[src/rtl/bcd_counter_pkg.sv]
// ---------------------------------------------------------------------------
// bcd_counter_pkg
// Shared types and constants for the BCD counter slice.
//   bcd_t         : one 4-bit BCD decade
//   BCD_MAX       : largest legal decade value (9)
//   MAX_DIGITS    : largest supported number of decades
//   action_t      : the single action the counter takes on a clock edge
//   clamp_digit   : forces an out-of-range nibble to 9
//   select_action : resolves clr/load/en into one action (clr wins, then load)
// ---------------------------------------------------------------------------
package bcd_counter_pkg;

   typedef logic [3:0] bcd_t;

   localparam bcd_t BCD_MAX    = 4'd9;
   localparam int   MAX_DIGITS = 6;

   typedef enum logic [1:0] {
      ACT_HOLD = 2'd0,
      ACT_STEP = 2'd1,
      ACT_LOAD = 2'd2,
      ACT_CLR  = 2'd3
   } action_t;

   function automatic bcd_t clamp_digit(input bcd_t d);
      return (d > BCD_MAX) ? BCD_MAX : d;
   endfunction

   function automatic action_t select_action(input logic clr,
                                             input logic load,
                                             input logic en);
      action_t a;
      a = ACT_HOLD;
      if (clr) begin
         a = ACT_CLR;
      end else if (load) begin
         a = ACT_LOAD;
      end else if (en) begin
         a = ACT_STEP;
      end
      return a;
   endfunction

endpackage

[src/rtl/bcd_counter_digit.sv]
// ---------------------------------------------------------------------------
// bcd_digit
// One combinational BCD decade stage. When cin is high the digit steps by one
// in the selected direction; cout reports a carry (9 -> 0 going up) or a
// borrow (0 -> 9 going down) into the next decade.
// Ports:
//   digit      in  current decade value
//   up         in  1 = increment, 0 = decrement
//   cin        in  step request / carry-borrow from the lower decade
//   next_digit out decade value after the step
//   cout       out carry or borrow into the next decade
// ---------------------------------------------------------------------------
module bcd_digit
   import bcd_counter_pkg::*;
(
   input  bcd_t digit,
   input  logic up,
   input  logic cin,
   output bcd_t next_digit,
   output logic cout
);

   // A nibble above 9 can never be stored, but it is still treated as 9 so the
   // stage always produces a legal decade value.
   always_comb begin
      next_digit = digit;
      cout       = 1'b0;
      if (cin) begin
         if (up) begin
            if (digit >= BCD_MAX) begin
               next_digit = '0;
               cout       = 1'b1;
            end else begin
               next_digit = digit + 4'd1;
            end
         end else begin
            if (digit == '0) begin
               next_digit = BCD_MAX;
               cout       = 1'b1;
            end else begin
               next_digit = clamp_digit(digit) - 4'd1;
            end
         end
      end
   end

endmodule

[src/rtl/bcd_counter.sv]
// ---------------------------------------------------------------------------
// bcd_counter
// Multi-decade up/down BCD counter with synchronous clear and load,
// optional saturation at the limits, a terminal-count pulse and a sticky
// overflow/underflow flag.
// Parameters:
//   N_DIGITS  number of BCD decades (1..6)
//   SATURATE  0 = wrap at the limits, 1 = hold at the limits
// Ports:
//   clk       in  rising-edge clock
//   reset_n   in  asynchronous active-low reset
//   en        in  count enable, one step per edge
//   up        in  1 = increment, 0 = decrement
//   clr       in  synchronous clear (highest priority)
//   load      in  synchronous parallel load
//   load_val  in  BCD load value, digit 0 in bits [3:0]
//   count     out registered BCD count, digit 0 in bits [3:0]
//   tc        out registered terminal-count pulse (one cycle on wrap)
//   ovf       out sticky overflow/underflow flag
// ---------------------------------------------------------------------------
module bcd_counter
   import bcd_counter_pkg::*;
#(
   parameter int N_DIGITS = 4,
   parameter bit SATURATE = 1'b0
)
(
   input  logic                  clk,
   input  logic                  reset_n,
   input  logic                  en,
   input  logic                  up,
   input  logic                  clr,
   input  logic                  load,
   input  logic [4*N_DIGITS-1:0] load_val,
   output logic [4*N_DIGITS-1:0] count,
   output logic                  tc,
   output logic                  ovf
);

   localparam int W = 4 * N_DIGITS;

   if (N_DIGITS < 1 || N_DIGITS > MAX_DIGITS) begin : g_bad_n_digits
      $error("bcd_counter: N_DIGITS must be in 1..%0d", MAX_DIGITS);
   end

   logic [N_DIGITS:0] carry;
   logic [W-1:0]      stepped;
   logic [W-1:0]      clamped_load;
   logic [W-1:0]      count_next;
   logic              tc_next;
   logic              ovf_next;
   action_t           action;

   // The lowest decade always receives a step request; a carry out of the top
   // decade therefore means every decade sat at its limit, i.e. the step
   // crosses all-9s (up) or all-0s (down).
   assign carry[0] = 1'b1;

   for (genvar g = 0; g < N_DIGITS; g++) begin : g_digit
      bcd_digit u_digit (
         .digit      (count[4*g +: 4]),
         .up         (up),
         .cin        (carry[g]),
         .next_digit (stepped[4*g +: 4]),
         .cout       (carry[g+1])
      );

      assign clamped_load[4*g +: 4] = clamp_digit(load_val[4*g +: 4]);
   end

   assign action = select_action(clr, load, en);

   // Next-state selection. On a limit crossing the stepped value is already
   // the wrapped value, so wrapping just accepts it; saturation keeps count.
   always_comb begin
      count_next = count;
      ovf_next   = ovf;
      tc_next    = 1'b0;
      case (action)
         ACT_CLR: begin
            count_next = '0;
            ovf_next   = 1'b0;
         end
         ACT_LOAD: begin
            count_next = clamped_load;
            ovf_next   = 1'b0;
         end
         ACT_STEP: begin
            if (carry[N_DIGITS]) begin
               ovf_next = 1'b1;
               if (!SATURATE) begin
                  count_next = stepped;
                  tc_next    = 1'b1;
               end
            end else begin
               count_next = stepped;
            end
         end
         default: begin
         end
      endcase
   end

   // State registers; reset aborts any step in progress.
   always_ff @(posedge clk or negedge reset_n) begin
      if (!reset_n) begin
         count <= '0;
         tc    <= 1'b0;
         ovf   <= 1'b0;
      end else begin
         count <= count_next;
         tc    <= tc_next;
         ovf   <= ovf_next;
      end
   end

endmodule

[config.mk]
export PLATFORM = sky130hd
export DESIGN_NAME = bcd_counter
export DESIGN_NICKNAME = d
export VERILOG_FILES = /design/src/rtl/bcd_counter_pkg.sv /design/src/rtl/bcd_counter_digit.sv /design/src/rtl/bcd_counter.sv
export SDC_FILE = /design/constraint.sdc
export NUM_CORES = 1
export LEC_CHECK = 0
export CAP_MARGIN = 10
export CORE_MARGIN = 2
export CORE_UTILIZATION = 46
export CTS_CLUSTER_DIAMETER = 150
export DETAILED_ROUTE_END_ITERATION = 8
export PLACE_DENSITY = 0.76
export SLEW_MARGIN = 25
export SYNTH_ARGS = -nofsm -noshare
export SYNTH_HDL_FRONTEND = slang
export SYNTH_HIERARCHICAL = 1
export SYNTH_SLANG_ARGS = --single-unit
[constraint.sdc]
create_clock -name clk -period 3.2 [get_ports clk]
set_input_delay 0.64 -clock clk [delete_from_list [all_inputs] [get_ports clk]]
set_output_delay 0.64 -clock clk [all_outputs]
set_load 0.01 [all_outputs]
==> results.md, run 1 <==
- Synth Cell Area: 2270 um2
- IO Port Bufs: 39
- Share of layout cells above drive strength 1: 15.3%
- Crit path max-delay family: compound AO/OA/AOI/OAI gates
- Hold Crit Class: input port to asynchronous set/reset pin
- Period utilization: 92.7%
- Worst path buffer plus inverter count: 2
- Routed WL: 5.60 mm
- DPL Wire Length: 4.04 mm
- Area growth from synthesis to layout: 19.2%
- Final setup vio count: 0
- GPL Wtd Cong: 0.900
- Final TNS setup: 0 ps
- Number of CTS-inserted buffers: 3
- Pwr dens: 270 nW/um2
- Post-synth EDFFs: 0
- Critical Path Source Type: register
- Post-DRT Antenna Nets: 0
- Clk_lat worst skew: 260 ps
- Fillers: 479
- Adder-cell share of the synthesized area: 10.5%
- Initial antenna violation count: 0
- Routed len/inst: 15.0 um
- RSZ-0062 raised after global routing: no
- CTS tree: built
- Crit path depth: 12
- Max stage delay cell, worst path: or4_1
- Post-Synth Simple-Gate Area: 27.0%
- CTS resizes: 0
- Max-slew headroom: 39.9%
- Die W: 74.2 um
- Cell variety after synth: 37
- Final std cells w/o fill: 374
- Total track usage: 21.6%
- Via count: 2,234
- Vias per inst: 5.97
- Clock sink total: 18
- Mux contribution to synthesized area: 0%
- Die Area: 5510 um2
- Top_reg_cell synth: dfrtp_1
- Multi-input gate area: 1600 um2
- Combinational family with the most area after synthesis: compound AO/OA/AOI/OAI gates
- Post-CTS Setup Repair Bufs: 0
- Most frequent cells in the layout: clkdlybuf4s50_1, nand2_1, ha_1
- Seq. cell area: 450 um2
- Min Tclk post-route: 2970 ps
- Cells on worst reg2reg path: 12
- Compound-Gate Fraction of Synth Area: 32.0%
- CP endpoint kind: register
- Worst path max stage delay: 530 ps
- Die Ht: 74.2 um
- Synth async-reset ratio: 100%
- Lkg Pwr: 0.00114 uW
- Worst VDD drop: 167 uV
- Slew of the pin with the lowest slew margin: 901 ps
- Diodes inserted: 0
- Starting density of the core: 47.7%
- Final Skew: 4.75 ps
- Avg Cell Area, Syn: 8.40 um2
- Crit-path cells: inv_1, ha_1, nor3b_2, o21ai_1, o211a_1, o211a_1, o211a_1, inv_2, or4_1, o221ai_1, a22oi_1, o21ai_1
- # nets final: 349
- Crit Path Category: register to register
- Synth Instances: 270
- Number of remaining DRC errors: 0
- XOR/XNOR Fraction of Synth Area: 0%
- CTS root buf: clkbuf_8
- Most frequent CP cell: o211a_1
- First-pass GRT wire length: 9.55 mm
- Max Cap Viol: 0
- Overflow after GRT: 0
- Number of global-route vias before repair: 2,037
- Crit path max fanout: 7
- Router iterations before antenna repair: 4
- H-tree Lvls: 1
- Core box area: 4750 um2
- Status: finished, final reports clean
- Post-synthesis sequential area ratio: 19.9%
- Dpl cells: 370
- Clock buffer depth: 2
- I/O Pins: 40
- Synth Warn #: 6
- Final Max Slew Viols: 0
- Largest net degree at the start of global routing: 28
- Fmax: 0.337 GHz
- Commonest non-fill, non-tap cell in the layout: clkdlybuf4s50_1
- Detailed Route Iter0 Violations: 128
- Clock transition at the registers of the reported paths: 80 ps
- Rows: 25
- Critical Path RT: 3380 ps
- Arrival @ worst endpoint: 3150 ps
- Post-CTS Hold Buffers: 0
- Flops & latches, synth: 18
- Hold Vio Cnt, Final: 0
## worst register-to-register path, stage by stage (launching register included)
cell and delay, ps:
dfrtp_1 480, inv_1 140, ha_1 260, nor3b_2 190
o21ai_1 220, o211a_1 200, o211a_1 150, o211a_1 250
inv_2 90, or4_1 530, o221ai_1 110, a22oi_1 120
o21ai_1 150
## layer usage
metal | global-route usage (%) | vias up | wire length, um
met5 | 0 | - | 0
met4 | 3.37 | 0 | 16
met3 | 2.44 | 2 | 280
met2 | 36.4 | 70 | 2710
met1 | 30.5 | 1081 | 2600
li1 | - | 1081 | -
## path summary, 6_finish.rpt
| path | startpoint | to | slack (ps) |
|---|---|---|---|
| max | count[1]$_DFFE_PN0P_ | count[13]$_DFFE_PN0P_ | 230 |
| min | reset_n | count[13]$_DFFE_PN0P_ | 340 |
| max reg2reg | count[1]$_DFFE_PN0P_ | count[13]$_DFFE_PN0P_ | 230 |
| min reg2reg | ovf$_DFFE_PN0P_ | ovf$_DFFE_PN0P_ | 540 |
| max in group asynchronous | reset_n | count[5]$_DFFE_PN0P_ | 2530 |
| min in group clk | ovf$_DFFE_PN0P_ | ovf$_DFFE_PN0P_ | 540 |
## sequential cells by signal, summed over array words and instances, names as in the netlist
register	count
count	16
tc	1
ovf	1
## cell families (layout without fill, tap and decap cells)
family | count (synthesis) | after routing
adder cells (fa/ha/maj) | 19 | 19
other | 1 | 6
flip-flops | 18 | 18
AO/OA/AOI/OAI | 98 | 98
AND/OR/NAND/NOR | 96 | 96
buffers and inverters | 38 | 70
## Yosys cell counts, types with 9 or more instances
master    number  area share [%]
o221ai_1      12             4.6
nor2_1         9             1.5
ha_1          19              10
inv_1         15             2.5
o21ai_1       10             2.2
nand2_1       36             6.0
a22oi_1       12             4.0
dfrtp_1       18              20
o21ai_2       10             3.9
a21oi_1       16             3.5
buf_6         10             5.0
## power breakdown
part | total (uW) | leakage, uW | switching (uW) | internal, uW
sequential | 261 | 0.000247 | 23.5 | 237
clock | 193 | 0.0000288 | 83.5 | 109
combinational | 278 | 0.000865 | 146 | 132
total | 732 | 0.00114 | 253 | 479
## cell type report
cell class / count / share of cell area [%]
Multi-Input combinational cell: 219 / 59.1
Sequential cell: 18 / 16.7
Timing Repair Buffer: 47 / 16.5
Tap cell: 67 / 3.10
Inverter: 19 / 2.64
Clock buffer: 4 / 2.04
## per-stage QoR
step           util [%]  setup WS [ps]  instance area, um2  power [uW]  hold slack [ps]
2_1_floorplan         -            252                2290         452              344
3_3_place_gp       55.8            220                2660         538              507
3_5_place_dp       55.8            113                2660         540              524
4_1_cts            57.0            250                2710         740              553
5_1_grt            56.9           33.5                2710         782              357
6_report           56.9            232                2710         732              335
Note: power is estimated with default switching activity, not from simulation.
==> run 2, diff against run 1 <==
--- a/config.mk
+++ b/config.mk
@@ -11,6 +11,7 @@
 export CTS_CLUSTER_DIAMETER = 150
 export DETAILED_ROUTE_END_ITERATION = 8
 export PLACE_DENSITY = 0.76
+export SETUP_SLACK_MARGIN = 0.3
 export SLEW_MARGIN = 25
 export SYNTH_ARGS = -nofsm -noshare
 export SYNTH_HDL_FRONTEND = slang
==> run 2 against run 1 <==
Sequential power hardly changed. First-iteration DRC count is 69% higher. Register-to-register slack better by 230 ps. Flip-flop and latch count stayed put. Design area is 1.5% higher. Combinational power is 3% higher. Highest routed layer unchanged.
==> results.md, run 2 (same netlist as run 1, synthesis figures left out) <==
- Starting density of the core: 47.7%
- Routed len/inst: 15.0 um
- Tot Pwr: 742 uW
- Post-CTS Setup Repair Bufs: 0
- Total track usage: 21.7%
- Vias per inst: 5.90
- Fmax: 0.365 GHz
- Area growth from synthesis to layout: 21.1%
- Diodes inserted: 0
- Pwr dens: 270 nW/um2
- Core box area: 4750 um2
- Number of remaining DRC errors: 0
- Die Ht: 74.2 um
- Slew of the pin with the lowest slew margin: 856 ps
- Share of layout cells above drive strength 1: 16.8%
- CTS tree: built
- Final Skew: 2.30 ps
- Critical Path RT: 3390 ps
- Most frequent cells in the layout: clkdlybuf4s50_1, nand2_1, ha_1
- Critical Path Source Type: register
- Final Max Slew Viols: 0
- Max-slew headroom: 42.7%
- Clock sink total: 18
- Clk_lat worst skew: 260 ps
- Final std cells w/o fill: 377
- Lkg Pwr: 0.00115 uW
- Sequential Power Share: 35.0%
- Final TNS setup: 0 ps
- Hold Crit Class: register to register
- Overflow after GRT: 0
- Via count: 2,224
- Final setup vio count: 0
- Top reg by flops: count
- Hold Vio Cnt, Final: 0
- Number of global-route vias before repair: 2,025
- Worst setup margin: 460 ps
- Crit path max fanout: 7
- Biggest regs: count (16), ovf (1), tc (1)
- NetSw: 258 uW
- Die W: 74.2 um
- Detailed Route Iter0 Violations: 216
- Clock power share: 26.5%
- Period utilization: 85.6%
- H-tree Lvls: 1
- Clock transition at the registers of the reported paths: 70 ps
- Commonest non-fill, non-tap cell in the layout: clkdlybuf4s50_1
- Worst VDD drop: 267 uV
- RSZ-0062 raised after global routing: no
- Dpl cells: 373
- Router iterations before antenna repair: 5
- Finished Cell Area: 2750 um2
- CTS root buf: clkbuf_8
- # nets final: 352
- Routed WL: 5.65 mm
- First-pass GRT wire length: 9.52 mm
- Min Tclk post-route: 2740 ps
- Comb power frac: 38.5%
- Crit Path Category: register to register
- Rows: 25
- Largest net degree at the start of global routing: 19
- Post-DRT Antenna Nets: 0
- Status: finished, final reports clean
- GPL Wtd Cong: 0.932
- Number of CTS-inserted buffers: 3
- Initial antenna violation count: 0
- IO Port Bufs: 39
- Switching Fraction: 34.7%
- Clock buffer depth: 2
- Place WS: 220 ps
- I/O Pins: 40
- Max Cap Viol: 0
- CP endpoint kind: register
- Die Area: 5510 um2
- Int Power: 485 uW
- DPL Wire Length: 4.12 mm
- Max reg flops: 16
- Cell Area, Placed: 2680 um2
- Arrival @ worst endpoint: 2930 ps
-- run 2: layout make-up --
class,count,area [um2]
flip-flops and latches,18,452
fillers,466,2010
repair buffers,50,473
clock buffers,4,55.1
multi-input cells,219,1610
inverters,19,71.3
well taps,67,83.8
-- run 2: path summary, 6_finish.rpt --
check	startpoint	end	slack, ps	cells after the start
min	ovf$_DFFE_PN0P_	ovf$_DFFE_PN0P_	530	2
max reg2reg	count[1]$_DFFE_PN0P_	count[13]$_DFFE_PN0P_	460	12
min reg2reg	ovf$_DFFE_PN0P_	ovf$_DFFE_PN0P_	530	2
min in group asynchronous	reset_n	count[12]$_DFFE_PN0P_	860	1
max in group asynchronous	reset_n	count[1]$_DFFE_PN0P_	1750	1
max	count[1]$_DFFE_PN0P_	count[13]$_DFFE_PN0P_	460	12
-- run 2: through the flow --
step / hold slack, ps / util, %
2_1_floorplan: 344 / -
3_3_place_gp: 505 / 56.3
4_1_cts: 533 / 57.5
3_5_place_dp: 506 / 56.3
6_report: 529 / 57.8
5_1_grt: 567 / 57.8
-- run 2: power groups by stage --
stage                     Clock, uW  Sequential [uW]  Combinational (uW)
final                           197              260                 286
after global routing            209              262                 318
after CTS                       201              259                 283
after detailed placement          0              263                 281
after global placement            0              263                 280
after floorplan                   0              257                 195
-- run 2: repair_timing --
item | 4_1_cts | 5_1_grt
hold buffers | 0 | 0
endpoints found under the setup margin | 0 | 5
gates resized for setup | 0 | 3
-- run 2: metal layers --
metal / track usage [%] / routed length [um]
met1: 31.6 / 2630
met2: 34.1 / 2660
met3: 4.07 / 306
met4: 3.97 / 48
met5: 0 / 0
-- run 2: worst max-delay path: stages (launching register included) --
cell      delay [ps]
dfrtp_2          430
inv_1            110
ha_1             260
nor3b_2          190
o21ai_1          190
o211a_1          200
o211a_1          180
o211a_4          190
inv_2             70
or4_1            490
o221ai_1          90
a22oi_1          110
o21ai_1          150
